File: src/rtl/from_8bit_pkg.sv
// Shared constants for the 8/16/32-bit link receive side.
// Mode encodings and word widths used by the deserializer and its bench.
package from8bit_pkg;

  typedef logic [1:0] mode_t;

  localparam mode_t MODE_8    = 2'b00;
  localparam mode_t MODE_16   = 2'b01;
  localparam mode_t MODE_32   = 2'b10;
  localparam mode_t MODE_IDLE = 2'b11;

  localparam int W8  = 8;
  localparam int W16 = 16;
  localparam int W32 = 32;

endpackage

File: src/rtl/from_8bit_if.sv
// Byte-stream bus between the link driver and the from_8bit deserializer.
// The master drives enable, byte and mode; the slave returns phases and words.
interface from_8bit_if;
  import from8bit_pkg::*;

  logic        enb;
  logic [7:0]  dataIn;
  mode_t       dataS;
  logic        clk10;
  logic        clk20;
  logic        clk40;
  logic [7:0]  dataOut;
  logic [15:0] dataOut16;
  logic [31:0] dataOut32;

  modport master (
    output enb, dataIn, dataS,
    input  clk10, clk20, clk40, dataOut, dataOut16, dataOut32
  );

  modport slave (
    input  enb, dataIn, dataS,
    output clk10, clk20, clk40, dataOut, dataOut16, dataOut32
  );

endinterface

File: src/rtl/from_8bit_clk_div.sv
// Link clock divider: a free-running 3-bit counter whose bits are the
// clk/2, clk/4 and clk/8 slot phases shared with the paired transmitter.
module clk_div (
  input  logic       clk,
  input  logic       rst,
  input  logic       enb,
  output logic [2:0] cnt,
  output logic       clk10,
  output logic       clk20,
  output logic       clk40
);

  always_ff @(posedge clk) begin
    if (rst) begin
      cnt <= 3'd0;
    end else if (enb) begin
      cnt <= cnt + 3'd1;
    end
  end

  assign clk10 = cnt[0];
  assign clk20 = cnt[1];
  assign clk40 = cnt[2];

endmodule

File: src/rtl/from_8bit.sv
// Byte-stream deserializer: republishes bytes or reassembles 16/32-bit words,
// emitting a word only when every earlier byte slot of it was captured.
module from_8bit
  import from8bit_pkg::*;
(
  input logic        clk,
  input logic        rst,
  from_8bit_if.slave bus
);

  logic [2:0]  cnt;
  logic        ph10, ph20, ph40;
  logic        capture;
  logic [1:0]  idx;
  logic        mode_chg;
  logic [3:0]  mask;
  logic [3:0]  base_mask;
  logic [3:0]  next_mask;
  logic [31:0] asm_buf;
  logic [7:0]  hi_byte;
  logic        half_ok;
  logic        word_ok;
  mode_t       prev_ds;
  logic [7:0]  out8;
  logic [15:0] out16;
  logic [31:0] out32;

  clk_div u_div (
    .clk   (clk),
    .rst   (rst),
    .enb   (bus.enb),
    .cnt   (cnt),
    .clk10 (ph10),
    .clk20 (ph20),
    .clk40 (ph40)
  );

  assign bus.clk10     = ph10;
  assign bus.clk20     = ph20;
  assign bus.clk40     = ph40;
  assign bus.dataOut   = out8;
  assign bus.dataOut16 = out16;
  assign bus.dataOut32 = out32;

  assign capture  = bus.enb && cnt[0] && (bus.dataS != MODE_IDLE);
  assign idx      = cnt[2:1];
  assign mode_chg = (bus.dataS != prev_ds);

  // A mode change or the first slot of a word starts a fresh mask, so a
  // partial word left over from another mode can never complete.
  always_comb begin
    base_mask = mask;
    if (mode_chg || (capture && idx == 2'd0)) begin
      base_mask = 4'd0;
    end
    next_mask = base_mask;
    if (capture) begin
      next_mask = base_mask | (4'b0001 << idx);
    end
  end

  assign hi_byte = idx[1] ? asm_buf[15:8] : asm_buf[31:24];
  assign half_ok = idx[1] ? base_mask[2] : base_mask[0];
  assign word_ok = (base_mask[2:0] == 3'b111);

  always_ff @(posedge clk) begin
    if (rst) begin
      mask    <= 4'd0;
      prev_ds <= MODE_8;
      asm_buf <= 32'd0;
      out8    <= 8'd0;
      out16   <= 16'd0;
      out32   <= 32'd0;
    end else if (bus.enb) begin
      prev_ds <= bus.dataS;
      mask    <= next_mask;
      if (capture) begin
        case (idx)
          2'd0:    asm_buf[31:24] <= bus.dataIn;
          2'd1:    asm_buf[23:16] <= bus.dataIn;
          2'd2:    asm_buf[15:8]  <= bus.dataIn;
          default: asm_buf[7:0]   <= bus.dataIn;
        endcase
        if (bus.dataS == MODE_8) begin
          out8 <= bus.dataIn;
        end
        if (bus.dataS == MODE_16 && idx[0] && half_ok) begin
          out16 <= {hi_byte, bus.dataIn};
        end
        if (bus.dataS == MODE_32 && idx == 2'd3 && word_ok) begin
          out32 <= {asm_buf[31:8], bus.dataIn};
        end
      end
    end
  end

endmodule

File: src/flat_wrapper.sv
// flat-port wrapper written by rule: the top's interface ports become plain ports
module from_8bit_flat import from8bit_pkg::*;
  (clk, rst, bus_enb, bus_dataIn, bus_dataS, bus_clk10, bus_clk20, bus_clk40, bus_dataOut, bus_dataOut16, bus_dataOut32);
  from_8bit_if bus_i ();
  input logic clk;
  input logic rst;
  input wire logic [$bits(bus_i.enb)-1:0] bus_enb;
  input wire logic [$bits(bus_i.dataIn)-1:0] bus_dataIn;
  input wire logic [$bits(bus_i.dataS)-1:0] bus_dataS;
  output wire logic [$bits(bus_i.clk10)-1:0] bus_clk10;
  output wire logic [$bits(bus_i.clk20)-1:0] bus_clk20;
  output wire logic [$bits(bus_i.clk40)-1:0] bus_clk40;
  output wire logic [$bits(bus_i.dataOut)-1:0] bus_dataOut;
  output wire logic [$bits(bus_i.dataOut16)-1:0] bus_dataOut16;
  output wire logic [$bits(bus_i.dataOut32)-1:0] bus_dataOut32;
  assign bus_i.enb = bus_enb;
  assign bus_i.dataIn = bus_dataIn;
  assign bus_i.dataS = bus_dataS;
  assign bus_clk10 = bus_i.clk10;
  assign bus_clk20 = bus_i.clk20;
  assign bus_clk40 = bus_i.clk40;
  assign bus_dataOut = bus_i.dataOut;
  assign bus_dataOut16 = bus_i.dataOut16;
  assign bus_dataOut32 = bus_i.dataOut32;
  from_8bit u_core (.clk(clk), .rst(rst), .bus(bus_i));
endmodule
File: config.mk
export PLATFORM = sky130hd
export DESIGN_NAME = from_8bit_flat
export DESIGN_NICKNAME = d
export VERILOG_FILES = /design/src/rtl/from_8bit_pkg.sv /design/src/rtl/from_8bit_if.sv /design/src/rtl/from_8bit_clk_div.sv /design/src/rtl/from_8bit.sv /design/src/flat_wrapper.sv
export SDC_FILE = /design/constraint.sdc
export NUM_CORES = 1
export LEC_CHECK = 0
export CAP_MARGIN = 20
export CELL_PAD_IN_SITES_DETAIL_PLACEMENT = 1
export CELL_PAD_IN_SITES_GLOBAL_PLACEMENT = 1
export CORE_AREA = 4 4 121 123
export CTS_CLUSTER_SIZE = 16
export DETAILED_ROUTE_END_ITERATION = 10
export DIE_AREA = 0 0 125 127
export PLACE_DENSITY_LB_ADDON = 0.1
export SYNTH_ARGS = -nofsm -noshare
export SYNTH_HDL_FRONTEND = slang
export SYNTH_SLANG_ARGS = --single-unit
File: constraint.sdc
create_clock -name clk -period 6.1 [get_ports clk]
set_clock_uncertainty 0.15 [all_clocks]
set_input_delay 1.22 -clock clk [delete_from_list [all_inputs] [get_ports clk]]
set_output_delay 1.22 -clock clk [all_outputs]
set_load 0.005 [all_outputs]
==> summary.txt, run 1 <==
Final layout
  – Share of layout cells above drive strength 1: 5.31%
  – Fin util: 35.0%
  – Area growth from synthesis to layout: 27.9%
  – Commonest non-fill, non-tap cells in the layout: dfxtp_1, clkdlybuf4s50_1, nand2b_1
  – Commonest non-fill, non-tap cell in the layout: dfxtp_1
  – Filler cells: 1599
  – Area of the multi-input gates: 1800 sq um
  – Flip-flop and latch area: 1760 sq um
  – Nets: 462

GRT
  – Largest net degree at the start of global routing: 72
  – First-pass GRT wire length: 17200 um
  – GRT Resource Usage Total: 13.8%
  – Initial antenna violation count: 0
  – Number of global-route vias before repair: 3015
  – Total global routing overflow: 0

Floorplanning
  – Die area: 15900 sq um
  – Die span in x: 125 um
  – Initial Utilization: 27.4%
  – Row count: 43
  – Top Ports: 72
  – DIE HEIGHT: 127 um
  – Core area: 13700 sq um

Timing
  – Highest Clock Rate: 285 MHz
  – Final setup fails: 0
  – Setup TNS: 0 ns
  – Final min period: 3.51 ns
  – Final Max Tran Viols: 0
  – Final Hold Viols: 0
  – Max_slew headroom: 37.9%
  – RSZ-0062 raised after global routing: false
  – WHS: 0.310 ns
  – Fin crit share: 57.5%
  – Worst Tran Pin Value: 0.931 ns

Setup path
  – Crit path kind: in -> reg
  – Slowest-stage cell, CP: clkdlybuf4s50_1
  – Crit path largest cell delay: 0.62 ns
  – Worst EP required: 6.22 ns
  – Setup crit start kind: input pin
  – Crit Path Max Fanout: 27
  – Worst EP arrival: 3.62 ns
  – CP Cell Sequence: clkdlybuf4s50_1 > xnor2_1 > nand3_1 > nor4_4 > buf_4 > mux2i_1
  – Endpoint class of the critical path: register

Synthesis
  – #FFs+latches synth: 88
  – Synth Flop Type: dfxtp_1
  – Cell count after synthesis: 394
  – Yosys warning count: 0
  – Syn nets: 408
  – Syn avg cell area: 9.50 sq um
  – Post-synth EDFFs: 0
  – Post-synthesis sequential area ratio: 47.1%
  – Synth unique cells: 38
  – Synthesized area: 3740 sq um
  – Async SR Flop Fraction: 0%

Pwr
  – VDD IR max: 0.0905 mV
  – Power density over the cells: 247 nW/um^2
  – Static leakage: 1.59 nW
  – Total power: 1.18 mW

Clock network
  – CTS tree: built
  – H-tree Lvls: 3
  – Clock sink total: 88
  – Root buffer cell: clkbuf_16
  – Cts repair resizes: 0
  – Skew-Pair Late Insertion Delay: 0.34 ns
  – Clock buffer depth: 2
  – Setup Buffers After CTS: 0
  – Clock Pin Slew Worst Setup and Hold Paths: 0.06 ns
  – CTS Buf Count: 9
  – Hold_buf cts: 0

Routing
  – Post-route antenna net violation count: 0
  – Wire per inst: 16.7 um
  – Initial DRT Pass Iterations: 4
  – Via Count: 2921
  – Via density: 4.61
  – Initial drt markers: 142
  – Drt drc: 0
  – Final WL: 10600 um

Status
  – Status: finished clean

Placed design
  – Port Buf Inserts: 71
  – GPL Wtd Cong: 0.730
  – Dpl hpwl: 7180 um

Worst hold path
  – Hold Path Class: reg -> reg

Flow run
  – Max-cap violations: 0
==> cell families after synthesis <==
family,synth area share [%]
AOI/OAI and AO/OA,8.62
xor gates and xnor gates,1.17
adders and majority gates,0.334
buffers and inverters,4.88
DFF,47.1
muxes,16.1
and+or+nand+nor,21.9
==> routing by layer <==
layer  vias up  global-route usage, %  part of all wire [%]
met2        62                   20.8                    44
met1      1399                   18.8                    50
met4         0                   5.80                   1.6
li1       1450                      -                     -
met5         -                      0                     0
met3        10                   3.80                   4.7
==> registers in the layout (all words and copies together) (netlist names) <==
register	cells
u_core.mask	3
u_core.bus.dataOut	8
u_core.u_div.cnt	3
u_core.bus.dataOut32	32
u_core.asm_buf	24
u_core.prev_ds	2
u_core.bus.dataOut16	16
==> worst paths after layout <==
path                         start                        to  slack (ns)  depth (start not counted)
max                   bus_dataS[0]  u_core.bus.dataOut32[14]        2.59                          6
min          u_core.bus.dataOut[6]     u_core.bus.dataOut[6]        0.31                          2
max reg2reg    u_core.u_div.cnt[2]   u_core.bus.dataOut16[8]        3.64                          4
min reg2reg  u_core.bus.dataOut[6]     u_core.bus.dataOut[6]        0.31                          2
==> cell type report <==
class,instances,area share (%)
diodes,1,0.0523
well taps,180,4.70
multi-input cells,275,37.6
repair buffers,73,15.1
clock buffers,12,5.36
flip-flops and latches,88,36.8
clock inverters,3,0.366
inverters,1,0.0784
==> report_power, final <==
part           total [mW]  switching, mW  internal [mW]  leakage [nW]
Clock               0.521          0.226          0.295         0.134
Sequential          0.589        0.00880          0.581         0.710
Combinational      0.0705         0.0391         0.0314         0.749
Total                1.18          0.273          0.907          1.59
==> synthesized netlist by cell type (2+ instances only) <==
library cell   n  area, sq um
a211oi_1       8         60.1
a21oi_1       33          165
a31oi_1        2         12.5
and4b_1        2         20.0
buf_1          3         11.3
buf_12         2         40.0
buf_2          6         30.0
buf_6          3         33.8
clkbuf_1      15         56.3
dfxtp_1       88         1760
mux2i_1       59          591
nand2_1       36          135
nand2b_1      64          400
nand3_1       10         50.1
nand4_1        2         12.5
nor2_1        25         93.8
nor2b_1        2         12.5
o21ai_0       10         50.1
or2_2          2         12.5
xnor2_1        3         26.3
xor2_1         2         17.5
==> per-stage QoR <==
stage / instance area [sq um] / instances / worst slack (ns)
3_3_place_gp: 4510 / 617 / 2.29
6_report: 4790 / 633 / 2.59
5_1_grt: 4780 / 632 / 2.37
4_1_cts: 4780 / 632 / 2.54
2_1_floorplan: 3740 / 394 / 3.31
3_5_place_dp: 4510 / 617 / 2.20
==> critical path, delay by kind of cell <==
family        cells  cell delay (ns)
buf+inv           2             1.07
xor+xnor          1             0.32
simple gates      2             0.73
mux               1             0.24
(Power assumes the default switching activity.)
==> run 2, diff against run 1 <==
==> constraint.sdc (replaced) <==
create_clock -name clk -period 2.82 [get_ports clk]
set_clock_uncertainty 0.15 [all_clocks]
set_input_delay 0.564 -clock clk [delete_from_list [all_inputs] [get_ports clk]]
set_output_delay 0.564 -clock clk [all_outputs]
set_load 0.005 [all_outputs]
==> summary.txt, run 2 (synthesized netlist as in run 1, its figures left out) <==
Status
  – Status: finished clean

Placed design
  – Port Buf Inserts: 71 (unchanged)
  – Dpl hpwl: 7320 um (+2.0%)
  – GPL Wtd Cong: 0.758 (+3.8%)

Final layout
  – Filler cells: 1552 (-2.9%)
  – Share of layout cells above drive strength 1: 8.15% (+2.8 points)
  – Commonest non-fill, non-tap cells in the layout: dfxtp_1, clkdlybuf4s50_1, nand2b_1
  – Ant diodes: 0 (-1)
  – Commonest non-fill, non-tap cell in the layout: dfxtp_1
  – Area of the multi-input gates: 1800 sq um (unchanged)
  – Area growth from synthesis to layout: 32.4%
  – Flip-flop and latch area: 1760 sq um (unchanged)
  – Nets: 475 (+2.8%)
  – Largest register FFs: 32 (unchanged)

GRT
  – Largest net degree at the start of global routing: 74 (+2.8%)
  – Busiest layer in global routing: met2
  – GRT Resource Usage Total: 14.2% (+0.39 points)
  – Initial antenna violation count: 0 (unchanged)
  – Total global routing overflow: 0 (unchanged)
  – M2 GR Usage: 21.8% (+0.98 points)
  – Met1 Usage GRT: 19.2% (+0.42 points)
  – Number of global-route vias before repair: 3254 (+7.9%)
  – Met3 GRT Util: 4.10% (+0.29 points)
  – First-pass GRT wire length: 18000 um (+4.7%)

Timing
  – Setup TNS: 0 ns (unchanged)
  – Max_slew headroom: 68.8% (+31 points)
  – Worst Tran Pin Value: 0.467 ns (-0.464 ns)
  – Highest Clock Rate: 430 MHz
  – Final Hold Viols: 0 (unchanged)
  – Final min period: 2.33 ns
  – WHS: 0.316 ns (+0.00656 ns)
  – Fin crit share: 82.5%
  – Final setup fails: 0 (unchanged)
  – RSZ-0062 raised after global routing: false
  – Final Max Tran Viols: 0 (unchanged)

Worst hold path
  – Hold Path Class: reg -> reg

Routing
  – Wire per inst: 16.6 um (-0.98%)
  – Initial drt markers: 161 (+13%)
  – Final WL: 10700 um (+1.0%)
  – Via density: 4.62 (+0.17%)
  – Post-route antenna net violation count: 0 (unchanged)
  – Via Count: 2986 (+2.2%)
  – Drt drc: 0 (unchanged)
  – Initial DRT Pass Iterations: 4 (unchanged)

Setup path
  – Crit path largest cell delay: 0.75 ns (+0.13 ns)
  – Worst EP required: 2.88 ns (-3.34 ns)
  – Crit Path Max Fanout: 5 (-81%)
  – CP Cell Sequence: clkdlybuf4s50_1 > xnor2_1 > nand3_1 > or4_1 > mux2i_1
  – Slowest-stage cell, CP: or4_1
  – Crit path kind: in -> reg
  – Endpoint class of the critical path: register
  – Setup crit start kind: input pin
  – Worst EP arrival: 2.39 ns (-1.23 ns)

Clock network
  – Setup Buffers After CTS: 0 (unchanged)
  – CTS Buf Count: 9 (unchanged)
  – Clock sink total: 88 (unchanged)
  – Cts repair resizes: 0 (unchanged)
  – H-tree Lvls: 3 (unchanged)
  – Clock Pin Slew Worst Setup and Hold Paths: 0.06 ns (about the same)
  – Hold_buf cts: 0 (unchanged)
  – Root buffer cell: clkbuf_16
  – CTS tree: built
  – Clock buffer depth: 2 (unchanged)
  – Skew-Pair Late Insertion Delay: 0.34 ns (about the same)

Floorplanning
  – DIE HEIGHT: 127 um (unchanged)
  – Core area: 13700 sq um (unchanged)
  – Die area: 15900 sq um (unchanged)
  – Top Ports: 72 (unchanged)
  – Row count: 43 (unchanged)
  – Initial Utilization: 27.4% (unchanged)
  – Die span in x: 125 um (unchanged)

Pwr
  – Power share of the sequential group: 46.7% (-3.2 points)
  – Static leakage: 1.68 nW (+5.5%)
  – Power density over the cells: 551 nW/um^2 (+120%)
  – Cell internal pwr: 2.11 mW (+130%)
  – Clock share of power: 47.3% (+3.2 points)
  – Psw: 617 uW (+130%)
  – Switching power share of the total: 22.6% (-0.58 points)
  – Logic pwr share: 6.0% (about the same)
  – VDD IR max: 0.207 mV (+130%)

Flow run
  – Max-cap violations: 0 (unchanged)
run 2: cell types whose count changed in the layout (fill, tap and decap cells not counted):
cell / delta
buf_4: +11
bufinv_16: +2
clkinvlp_4: +1
clkinv_4: +1
buf_12: +2
diode_2: -1
clkbuf_8: -2
clkinv_2: -2
inv_6: +1
run 2: path summary, 6_finish.rpt:
kind	from	to	slack, ns	depth (start not counted)
setup / recovery	bus_dataS[1]	u_core.bus.dataOut32[2]	0.49	5
setup reg to reg	u_core.prev_ds[1]	u_core.bus.dataOut32[2]	0.76	4
hold / removal	u_core.bus.dataOut[7]	u_core.bus.dataOut[7]	0.32	2
hold reg to reg	u_core.bus.dataOut[7]	u_core.bus.dataOut[7]	0.32	2
run 2: layout make-up:
cell class	count	area share (%)
Sequential cell	88	35.6
Inverter	1	0.0758
Tap cell	180	4.55
Clock buffer	10	4.62
Multi-Input combinational cell	275	36.3
Clock inverter	6	1.87
Timing Repair Buffer	86	17.0
run 2: per-stage QoR:
stage | power, mW | instance area [sq um] | cells | util, % | worst slack, ns
after detailed placement | 1.47 | 4630 | 630 | 33.9 | 0.144
after floorplan | 1.39 | 3740 | 394 | - | 0.685
after global placement | 1.47 | 4630 | 630 | 33.9 | 0.202
final | 2.73 | 4950 | 646 | 36.3 | 0.493
after global routing | 2.85 | 4950 | 646 | 36.3 | 0.403
after CTS | 2.78 | 4950 | 646 | 36.3 | 0.502
run 2: layer usage:
layer	part of all wire, %	up-vias
li1	-	1465
met1	49	1447
met2	44	61
met3	5.1	13
met4	1.8	0
met5	0	-
run 2: critical path: cells and delay by family:
kind / cells / cell delay [ns]
buffers and inverters: 1 / 0.44
and+or+nand+nor: 2 / 0.97
muxes: 1 / 0.18
xor gates and xnor gates: 1 / 0.23
run 2: power groups by stage:
stage	Combinational (mW)	Clock [mW]	Sequential (mW)
2_1_floorplan	0.0975	0	1.30
3_3_place_gp	0.166	0	1.30
3_5_place_dp	0.169	0	1.30
4_1_cts	0.169	1.34	1.27
5_1_grt	0.184	1.40	1.28
6_report	0.165	1.29	1.27
==> run 3, diff against run 2 <==
==> constraint.sdc (replaced) <==
create_clock -name clk -period 2.08 [get_ports clk]
set_clock_uncertainty 0.15 [all_clocks]
set_input_delay 0.416 -clock clk [delete_from_list [all_inputs] [get_ports clk]]
set_output_delay 0.416 -clock clk [all_outputs]
set_load 0.005 [all_outputs]
==> summary.txt, run 3 (synthesized netlist as in run 1, its figures left out) <==
Setup path
  – CP top delay family: simple AND/OR/NAND/NOR gates
  – CP Cell Sequence: clkdlybuf4s50_1 > xnor2_1 > nand3_1 > or4_1 > buf_4 > mux2i_1
  – Worst EP required: 2.15 ns (-0.73 ns)
  – WP buf/inv: 2 (+1)
  – Setup crit start kind: input pin
  – Crit Path Max Fanout: 5 (unchanged)
  – Endpoint class of the critical path: register
  – Slowest-stage cell, CP: or4_1
  – Crit path largest cell delay: 0.54 ns (-0.21 ns)
  – Worst EP arrival: 2.05 ns (-0.34 ns)
  – Crit path kind: in -> reg

Final layout
  – Post-Layout Cell Count: 662 (+2.5%)
  – Ant diodes: 0 (unchanged)
  – Fin util: 37.6% (+1.3 points)
  – Commonest non-fill, non-tap cells in the layout: dfxtp_1, clkdlybuf4s50_1, nand2b_1
  – Largest register FFs: 32 (unchanged)
  – Area growth from synthesis to layout: 37.2%
  – Final instance area: 5130 sq um (+3.6%)
  – Share of layout cells above drive strength 1: 11.4% (+3.3 points)
  – Commonest non-fill, non-tap cell in the layout: dfxtp_1
  – Nets: 492 (+3.6%)

Clock network
  – Clock buffer depth: 2 (unchanged)
  – H-tree Lvls: 3 (unchanged)
  – Clock Pin Slew Worst Setup and Hold Paths: 0.06 ns (about the same)
  – CTS tree: built
  – Clock sink total: 88 (unchanged)
  – Skew-Pair Late Insertion Delay: 0.34 ns (about the same)
  – CTS Buf Count: 9 (unchanged)
  – Root buffer cell: clkbuf_16
  – Hold_buf cts: 0 (unchanged)

GRT
  – First-pass GRT wire length: 18000 um (+0.19%)
  – Number of global-route vias before repair: 3316 (+1.9%)
  – Initial antenna violation count: 0 (unchanged)
  – Total global routing overflow: 0 (unchanged)
  – Largest net degree at the start of global routing: 121 (+64%)
  – GRT Resource Usage Total: 14.3% (+0.095 points)

Floorplanning
  – Core area: 13700 sq um (unchanged)
  – DIE HEIGHT: 127 um (unchanged)
  – Top Ports: 72 (unchanged)
  – Initial Utilization: 27.4% (unchanged)
  – Row count: 43 (unchanged)
  – Die span in x: 125 um (unchanged)
  – Die area: 15900 sq um (unchanged)

Timing
  – Worst Tran Pin Value: 0.474 ns (+0.00708 ns)
  – RSZ-0062 raised after global routing: false
  – Final Max Tran Viols: 0 (unchanged)
  – Final Hold Viols: 0 (unchanged)
  – WHS: 0.311 ns (-0.00561 ns)
  – Highest Clock Rate: 506 MHz
  – Setup TNS: 0 ns (unchanged)
  – Max_slew headroom: 68.3% (-0.47 points)
  – Final min period: 1.98 ns
  – Final setup fails: 0 (unchanged)
  – Fin crit share: 95.1%
  – Worst setup margin: 0.103 ns (-0.391 ns)

Routing
  – Via Count: 3030 (+1.5%)
  – Initial drt markers: 133 (-17%)
  – Initial DRT Pass Iterations: 4 (unchanged)
  – Wire per inst: 16.8 um (+1.4%)
  – Via density: 4.58 (-0.98%)
  – Drt drc: 0 (unchanged)
  – Final WL: 11100 um (+3.9%)
  – Post-route antenna net violation count: 0 (unchanged)

Placed design
  – Port Buf Inserts: 71 (unchanged)
  – Post-Place Cell Area: 4780 sq um (+3.2%)
  – GPL Wtd Cong: 0.743 (-2.0%)
  – Pre-CTS setup slack: -0.363 ns (-0.507 ns)
  – Dpl hpwl: 7420 um (+1.4%)
  – Dpl cells: 645 (+2.4%)

Worst hold path
  – Hold Path Class: reg -> reg

Pwr
  – Static leakage: 1.80 nW (+6.8%)
  – Logic pwr share: 7.2% (+1.2 points)
  – Switching power share of the total: 21.9% (-0.64 points)
  – Total power: 3.65 mW (+34%)
  – Power density over the cells: 710 nW/um^2 (+29%)
  – VDD IR max: 0.338 mV (+63%)
  – Clock share of power: 45.7% (-1.6 points)
  – Power share of the sequential group: 47.2% (+0.5 points)
  – Cell internal pwr: 2.85 mW (+35%)
  – Psw: 801 uW (+30%)

Flow run
  – Max-cap violations: 0 (unchanged)

Status
  – Status: finished clean
-- run 3: timing repair --
item	4_1_cts	5_1_grt
gates resized for setup	2	2
buffers inserted	1	0
pin swaps	1	0
gates cloned	1	0
setup endpoints to repair	2	15
-- run 3: area by class of cell --
cell class / instances / area [sq um]
fillers: 1561 / 8530
multi-input cells: 275 / 1800
flip-flops and latches: 88 / 1760
repair buffers: 103 / 1040
clock buffers: 12 / 267
well taps: 180 / 225
clock inverters: 3 / 40.0
inverters: 1 / 3.75
-- run 3: tightest hold or removal path, cell delays in order (launching register included) --
cell     delay, ns
dfxtp_1       0.31
nand2_1       0.05
a21oi_1       0.05
-- run 3: power by group through the flow --
stage          sequential [mW]  clock, mW  combinational (mW)
2_1_floorplan             1.76          0               0.132
3_3_place_gp              1.76          0               0.262
3_5_place_dp              1.76          0               0.266
4_1_cts                   1.72       1.74               0.268
5_1_grt                   1.72       1.81               0.287
6_report                  1.72       1.67               0.261
-- run 3: worst paths after layout --
path / start / cells after the start / slack [ns] / endpoint
max reg2reg: u_core.prev_ds[0] / 5 / 0.21 / u_core.bus.dataOut32[2]
min: u_core.bus.dataOut[3] / 2 / 0.31 / u_core.bus.dataOut[3]
min reg2reg: u_core.bus.dataOut[3] / 2 / 0.31 / u_core.bus.dataOut[3]
max: bus_dataS[0] / 6 / 0.10 / u_core.bus.dataOut32[2]
-- run 3: layer usage --
layer / vias to the layer above / track usage, % / part of all wire (%)
met5: - / 0 / 0
met1: 1455 / 18.7 / 49
met2: 66 / 22.9 / 45
met4: 0 / 3.13 / 0.84
met3: 7 / 5.23 / 5.1
li1: 1502 / - / -
